==> src/rtl/alu_shift_seq_pkg.sv <==
// Shared definitions for the shift/rotate execute units.
// Op codes, FSM state codes and default widths.
package alu_shift_seq_pkg;

   localparam int ALU_WIDTH = 8;
   localparam int ALU_CNT_W = 3;

   typedef enum logic [1:0] {
      OP_SHL = 2'b00,
      OP_SHR = 2'b01,
      OP_ROL = 2'b10,
      OP_ROR = 2'b11
   } alu_op_e;

   localparam logic [1:0] ST_IDLE  = 2'd0;
   localparam logic [1:0] ST_SHIFT = 2'd1;
   localparam logic [1:0] ST_DONE  = 2'd2;

endpackage

==> src/rtl/alu_shift_seq_if.sv <==
// Request/response bundle of the sequential shift unit.
// master drives requests, slave is the execute unit.
interface alu_shift_seq_if
   import alu_shift_seq_pkg::*;
#(
   parameter int WIDTH = ALU_WIDTH,
   parameter int CNT_W = ALU_CNT_W
) ();

   logic             start_i;
   logic [1:0]       ALUOp_i;
   logic [WIDTH-1:0] rs_i;
   logic [CNT_W-1:0] count_i;
   logic             flush_i;
   logic             ready_o;
   logic             busy_o;
   logic             done_o;
   logic [WIDTH-1:0] res_o;
   logic             cout_o;

   modport master (
      output start_i, ALUOp_i, rs_i, count_i, flush_i,
      input  ready_o, busy_o, done_o, res_o, cout_o
   );

   modport slave (
      input  start_i, ALUOp_i, rs_i, count_i, flush_i,
      output ready_o, busy_o, done_o, res_o, cout_o
   );

endinterface

==> src/rtl/alu_shift_seq_shift_step.sv <==
// One-bit shift/rotate of the working value.
// Carry is the bit pushed out; rotates never carry.
module alu_shift_seq_shift_step
   import alu_shift_seq_pkg::*;
#(
   parameter int WIDTH = ALU_WIDTH
) (
   input  alu_op_e          op_i,
   input  logic [WIDTH-1:0] res_i,
   output logic [WIDTH-1:0] res_o,
   output logic             cout_o
);

   // single step per op
   always_comb begin
      res_o  = res_i;
      cout_o = 1'b0;
      unique case (op_i)
         OP_SHL: begin
            cout_o = res_i[WIDTH-1];
            res_o  = {res_i[WIDTH-2:0], 1'b0};
         end
         OP_SHR: begin
            cout_o = res_i[0];
            res_o  = {1'b0, res_i[WIDTH-1:1]};
         end
         OP_ROL: res_o = {res_i[WIDTH-2:0], res_i[WIDTH-1]};
         OP_ROR: res_o = {res_i[0], res_i[WIDTH-1:1]};
      endcase
   end

endmodule

==> src/rtl/alu_shift_seq.sv <==
// Sequential shift/rotate unit, one bit position per clock.
// Start/done handshake, flush abort, results held until next accept.
module alu_shift_seq
   import alu_shift_seq_pkg::*;
#(
   parameter int WIDTH = ALU_WIDTH,
   parameter int CNT_W = ALU_CNT_W
) (
   input  logic          clk_i,
   input  logic          rst_ni,
   alu_shift_seq_if.slave bus
);

   logic [1:0]       state_q, state_d;
   logic [CNT_W-1:0] cnt_q, cnt_d;
   alu_op_e          op_q, op_d;
   logic [WIDTH-1:0] res_q, res_d;
   logic             cout_q, cout_d;

   logic [WIDTH-1:0] step_res;
   logic             step_cout;
   logic             ready;
   logic             accept;

   alu_shift_seq_shift_step #(
      .WIDTH (WIDTH)
   ) u_step (
      .op_i   (op_q),
      .res_i  (res_q),
      .res_o  (step_res),
      .cout_o (step_cout)
   );

   assign ready  = (state_q == ST_IDLE) || (state_q == ST_DONE);
   assign accept = bus.start_i && ready && !bus.flush_i;

   // next state: flush wins over accept and over finishing a shift
   always_comb begin
      state_d = state_q;
      cnt_d   = cnt_q;
      op_d    = op_q;
      res_d   = res_q;
      cout_d  = cout_q;
      if (bus.flush_i) begin
         state_d = ST_IDLE;
         cnt_d   = '0;
      end else if (accept) begin
         op_d    = alu_op_e'(bus.ALUOp_i);
         res_d   = bus.rs_i;
         cout_d  = 1'b0;
         cnt_d   = bus.count_i;
         state_d = (bus.count_i == '0) ? ST_DONE : ST_SHIFT;
      end else begin
         case (state_q)
            ST_SHIFT: begin
               res_d  = step_res;
               cout_d = step_cout;
               cnt_d  = cnt_q - CNT_W'(1);
               if (cnt_q == CNT_W'(1)) begin
                  state_d = ST_DONE;
               end
            end
            default: state_d = ST_IDLE;
         endcase
      end
   end

   // state and datapath registers
   always_ff @(posedge clk_i or negedge rst_ni) begin
      if (!rst_ni) begin
         state_q <= ST_IDLE;
         cnt_q   <= '0;
         op_q    <= OP_SHL;
         res_q   <= '0;
         cout_q  <= 1'b0;
      end else begin
         state_q <= state_d;
         cnt_q   <= cnt_d;
         op_q    <= op_d;
         res_q   <= res_d;
         cout_q  <= cout_d;
      end
   end

   assign bus.ready_o = ready;
   assign bus.busy_o  = (state_q == ST_SHIFT);
   assign bus.done_o  = (state_q == ST_DONE);
   assign bus.res_o   = res_q;
   assign bus.cout_o  = cout_q;

endmodule

==> src/flat_wrapper.sv <==
// flat-port wrapper written by rule: the top's interface ports become plain ports
module alu_shift_seq_flat import alu_shift_seq_pkg::*;
#(
   parameter int WIDTH = ALU_WIDTH,
   parameter int CNT_W = ALU_CNT_W
)
  (clk_i, rst_ni, bus_start_i, bus_ALUOp_i, bus_rs_i, bus_count_i, bus_flush_i, bus_ready_o, bus_busy_o, bus_done_o, bus_res_o, bus_cout_o);
  alu_shift_seq_if #(.WIDTH(WIDTH), .CNT_W(CNT_W)) bus_i ();
  input  logic clk_i;
  input  logic rst_ni;
  input wire logic [$bits(bus_i.start_i)-1:0] bus_start_i;
  input wire logic [$bits(bus_i.ALUOp_i)-1:0] bus_ALUOp_i;
  input wire logic [$bits(bus_i.rs_i)-1:0] bus_rs_i;
  input wire logic [$bits(bus_i.count_i)-1:0] bus_count_i;
  input wire logic [$bits(bus_i.flush_i)-1:0] bus_flush_i;
  output wire logic [$bits(bus_i.ready_o)-1:0] bus_ready_o;
  output wire logic [$bits(bus_i.busy_o)-1:0] bus_busy_o;
  output wire logic [$bits(bus_i.done_o)-1:0] bus_done_o;
  output wire logic [$bits(bus_i.res_o)-1:0] bus_res_o;
  output wire logic [$bits(bus_i.cout_o)-1:0] bus_cout_o;
  assign bus_i.start_i = bus_start_i;
  assign bus_i.ALUOp_i = bus_ALUOp_i;
  assign bus_i.rs_i = bus_rs_i;
  assign bus_i.count_i = bus_count_i;
  assign bus_i.flush_i = bus_flush_i;
  assign bus_ready_o = bus_i.ready_o;
  assign bus_busy_o = bus_i.busy_o;
  assign bus_done_o = bus_i.done_o;
  assign bus_res_o = bus_i.res_o;
  assign bus_cout_o = bus_i.cout_o;
  alu_shift_seq #(.WIDTH(WIDTH), .CNT_W(CNT_W)) u_core (.clk_i(clk_i), .rst_ni(rst_ni), .bus(bus_i));
endmodule
==> config.mk <==
export PLATFORM = sky130hd
export DESIGN_NAME = alu_shift_seq_flat
export DESIGN_NICKNAME = d
export VERILOG_FILES = /design/src/rtl/alu_shift_seq_pkg.sv /design/src/rtl/alu_shift_seq_if.sv /design/src/rtl/alu_shift_seq_shift_step.sv /design/src/rtl/alu_shift_seq.sv /design/src/flat_wrapper.sv
export SDC_FILE = /design/constraint.sdc
export NUM_CORES = 1
export LEC_CHECK = 0
export BUFFER_PORTS_ARGS = -buffer_cell sky130_fd_sc_hd__buf_2
export CAP_MARGIN = 20
export CORE_AREA = 5 5 48 50
export CTS_BUF_LIST = sky130_fd_sc_hd__clkbuf_2 sky130_fd_sc_hd__clkbuf_4 sky130_fd_sc_hd__clkbuf_8
export DETAILED_ROUTE_END_ITERATION = 10
export DIE_AREA = 0 0 53 55
export PLACE_DENSITY = 0.83
export SETUP_SLACK_MARGIN = 0.15
export SYNTH_ARGS = -nofsm -noshare
export SYNTH_HDL_FRONTEND = slang
export SYNTH_SLANG_ARGS = --single-unit
==> constraint.sdc <==
create_clock -name clk_i -period 2.7 [get_ports clk_i]
set_input_delay 0.675 -clock clk_i [delete_from_list [all_inputs] [get_ports clk_i]]
set_output_delay 0.675 -clock clk_i [all_outputs]
set_load 0.005 [all_outputs]
==> results.tsv <==
stage	metric	value	unit
status	outcome	finished clean	
worst_setup_path	r2r_start	u_core.state_q[0]	
logic_synthesis	synth_edf_count	0	
timing	tightest_slew	524.8	ps
timing	skew	1.548	ps
logic_synthesis	synth_top_cells_by_area	dfrtp_1 (41%), mux2_4 (15%), mux2_2 (14%), ha_1 (2.6%), a211oi_1 (2.3%)	
logic_synthesis	synth.most_common_cell	dfrtp_1	
worst_setup_path	critPathBufInv	2	
layout	final_nets	128	
worst_setup_path	worst-path-max-fanout	7	
timing	rsz0062_at_grt	false	
logic_synthesis	synth_cell_types	27	
detailed_routing	via_per_inst	5.172	
detailed_routing	drt-wirelength-per-cell	14.39	um
placed_design	place.gp.congestion	0.7634	
detailed_routing	num_vias	693	
worst_setup_path	critPathLaunchType	register	
cts	cts_resized	0	
placed_design	portBuffers	28	
layout	drive_above_1_share	51.40	%
worst_setup_path	critPathMaxStageDelay	450	ps
die	core	1862	um2
detailed_routing	ant_nets	0	
worst_setup_path	ff2ff_path_depth	3	
worst_setup_path	cp_slowest_cell	dfrtp_1	
logic_synthesis	ys_top_cells_by_count	dfrtp_1 (16), mux2_2 (12), mux2_4 (10)	
logic_synthesis	syn_nets	100	
power	ir_drop	0.0005109	V
global_route	grtUsageTotal	15.19	%
run	maxCapViolations	0	
cts	cts.sinks	16	
logic_synthesis	synth_area_per_cell	11.97	um2
logic_synthesis	ys_ff_latch	16	
worst_setup_path	end_kind	output pin	
timing	final_max_slew_viol_count	0	
cts	root_buffer	clkbuf_4	
global_route	met2_usage	24.38	%
logic_synthesis	synth_top_area_cell	dfrtp_1	
die	dieArea	2915	um2
global_route	met1_usage	20.30	%
logic_synthesis	netlist.area_leader.share	41.29	%
logic_synthesis	syn-instance-count	81	
global_route	grt_busiest_layer	met2	
global_route	antenna_found_initial	0	
cts	cts_tree	built	
power	cellLeakagePower	0.5693	nW
timing	hold_viol_final	0	
global_route	use_met3	1.877	%
cts	cts_buffer_depth	2	
die	die_w	53	um
cts	path_clk_slew	90	ps
logic_synthesis	synth_ff_type	dfrtp_1	
worst_setup_path	reg2reg_to	u_core.bus.res_o[2]	
detailed_routing	routed_wl	1928	um
layout	diodes	0	
worst_setup_path	crit_chain	nand2b_1 -> inv_1 -> buf_2	
worst_setup_path	r2r_setup_slack	970	ps
timing	period_share	69.39	%
worst_setup_path	worstSetupPathType	register to output pin	
logic_synthesis	synthArstFlopShare	100.0	%
timing	whs	283.6	ps
global_route	grt_overflow_total	0	
die	start_util	52.08	%
cts	postCtsSetupRepairBufs	0	
worst_setup_path	arrival	1200	ps
power	p_per_area	805.1	nW/um2
die	ios	29	
cts	cts_hold_buf	0	
timing	setup_violations	0	
worst_setup_path	critPathLaunch	u_core.state_q[0]	
cts	worstSkewPairLatency	280	ps
timing	fmax	0.5338	GHz
layout	syn_to_final_growth	16.77	%
die	fp.dieH	55	um
global_route	grt_pass1_vias	728	
logic_synthesis	syn-cell-area	969.7	um2
detailed_routing	drtIter0Drc	10	
timing	fin_tns_setup	0	ps
detailed_routing	drc	0	
logic_synthesis	synth-seq-area-share	41.29	%
die	num_rows	16	
worst_setup_path	critPathTopFamily	flip-flops	
worst_setup_path	cp.required	2030	ps
cts	htreeDepth	1	
placed_design	dp_hpwl	1509	um
global_route	grt_pass1_wl	3215	um
min_path	hp-class	primary input to asynchronous set/reset pin	
global_route	grt_max_degree	17	
cts	cts_buffers	3	
timing	layout_min_cycle_time	1874	ps
detailed_routing	drt_pass1_iterations	4	
logic_synthesis	ys_warn_count	0	
timing	slew_headroom	65.01	%
==> layout make-up <==
cell class,count,area (um2)
flip-flops and latches,16,400.4
clock buffers,3,22.52
repair buffers,28,140.1
well taps,27,33.78
inverters,6,22.52
multi-input cells,54,513.0
fillers,162,729.5
==> kinds of logic (layout without fill, tap and decap cells) <==
family | Yosys count | after routing | synth area share, %
AO/OA/AOI/OAI | 10 | 10 | 8.001
adder cells (fa/ha/maj) | 2 | 2 | 2.580
buffers and inverters | 11 | 37 | 5.806
XOR/XNOR | 2 | 2 | 1.807
multiplexers | 23 | 23 | 30.58
AND/OR/NAND/NOR | 17 | 17 | 9.935
flip-flops | 16 | 16 | 41.29
==> worst max-delay path by stage <==
stage                                      to  slack, ps  depth (start not counted)
after global placement    u_core.bus.res_o[5]        680                          4
final                              bus_busy_o        830                          3
after CTS                          bus_busy_o        810                          3
after global routing               bus_busy_o        720                          3
after detailed placement  u_core.bus.res_o[1]        660                          4
after floorplan           u_core.bus.res_o[1]        710                          5
==> per-layer routing <==
metal  vias to the layer above  wire [um]
met2                        23        964
met3                         4        108
met4                         0         27
met1                       329        829
met5                         -          0
li1                        337          -
==> state kept, by name, indices dropped and copies added (netlist names) <==
signal / cells
u_core.state_q: 2
u_core.op_q: 2
u_core.bus.res_o: 8
u_core.cnt_q: 3
u_core.bus.cout_o: 1
==> report_power, final <==
part	switching [mW]	internal [mW]
Combinational	0.127	0.259
Sequential	0.0861	0.314
Clock	0.0743	0.0518
==> stage by stage <==
stage / util, % / std cells / setup slack (ps) / power (mW) / area [um2]
final: 60.82 / 134 / 826.5 / 0.9117 / 1132
after detailed placement: 59.61 / 131 / 660.8 / 0.7935 / 1110
after floorplan: - / 81 / 712.4 / 0.6673 / 969.7
after global placement: 59.61 / 131 / 678.6 / 0.7722 / 1110
after CTS: 60.82 / 134 / 811.4 / 0.9194 / 1132
after global routing: 60.82 / 134 / 723.9 / 0.9720 / 1132
==> cell usage in the layout (no fill, tap or decap), drive strengths merged, types with 3 or more instances in the layout <==
| cell type | count |
|---|---|
| a211oi | 3 |
| nand2b | 3 |
| mux2 | 23 |
| buf | 28 |
| inv | 6 |
| clkbuf | 3 |
| dfrtp | 16 |
| nor2 | 6 |
No activity file was read; power rests on OpenSTA's default activity.
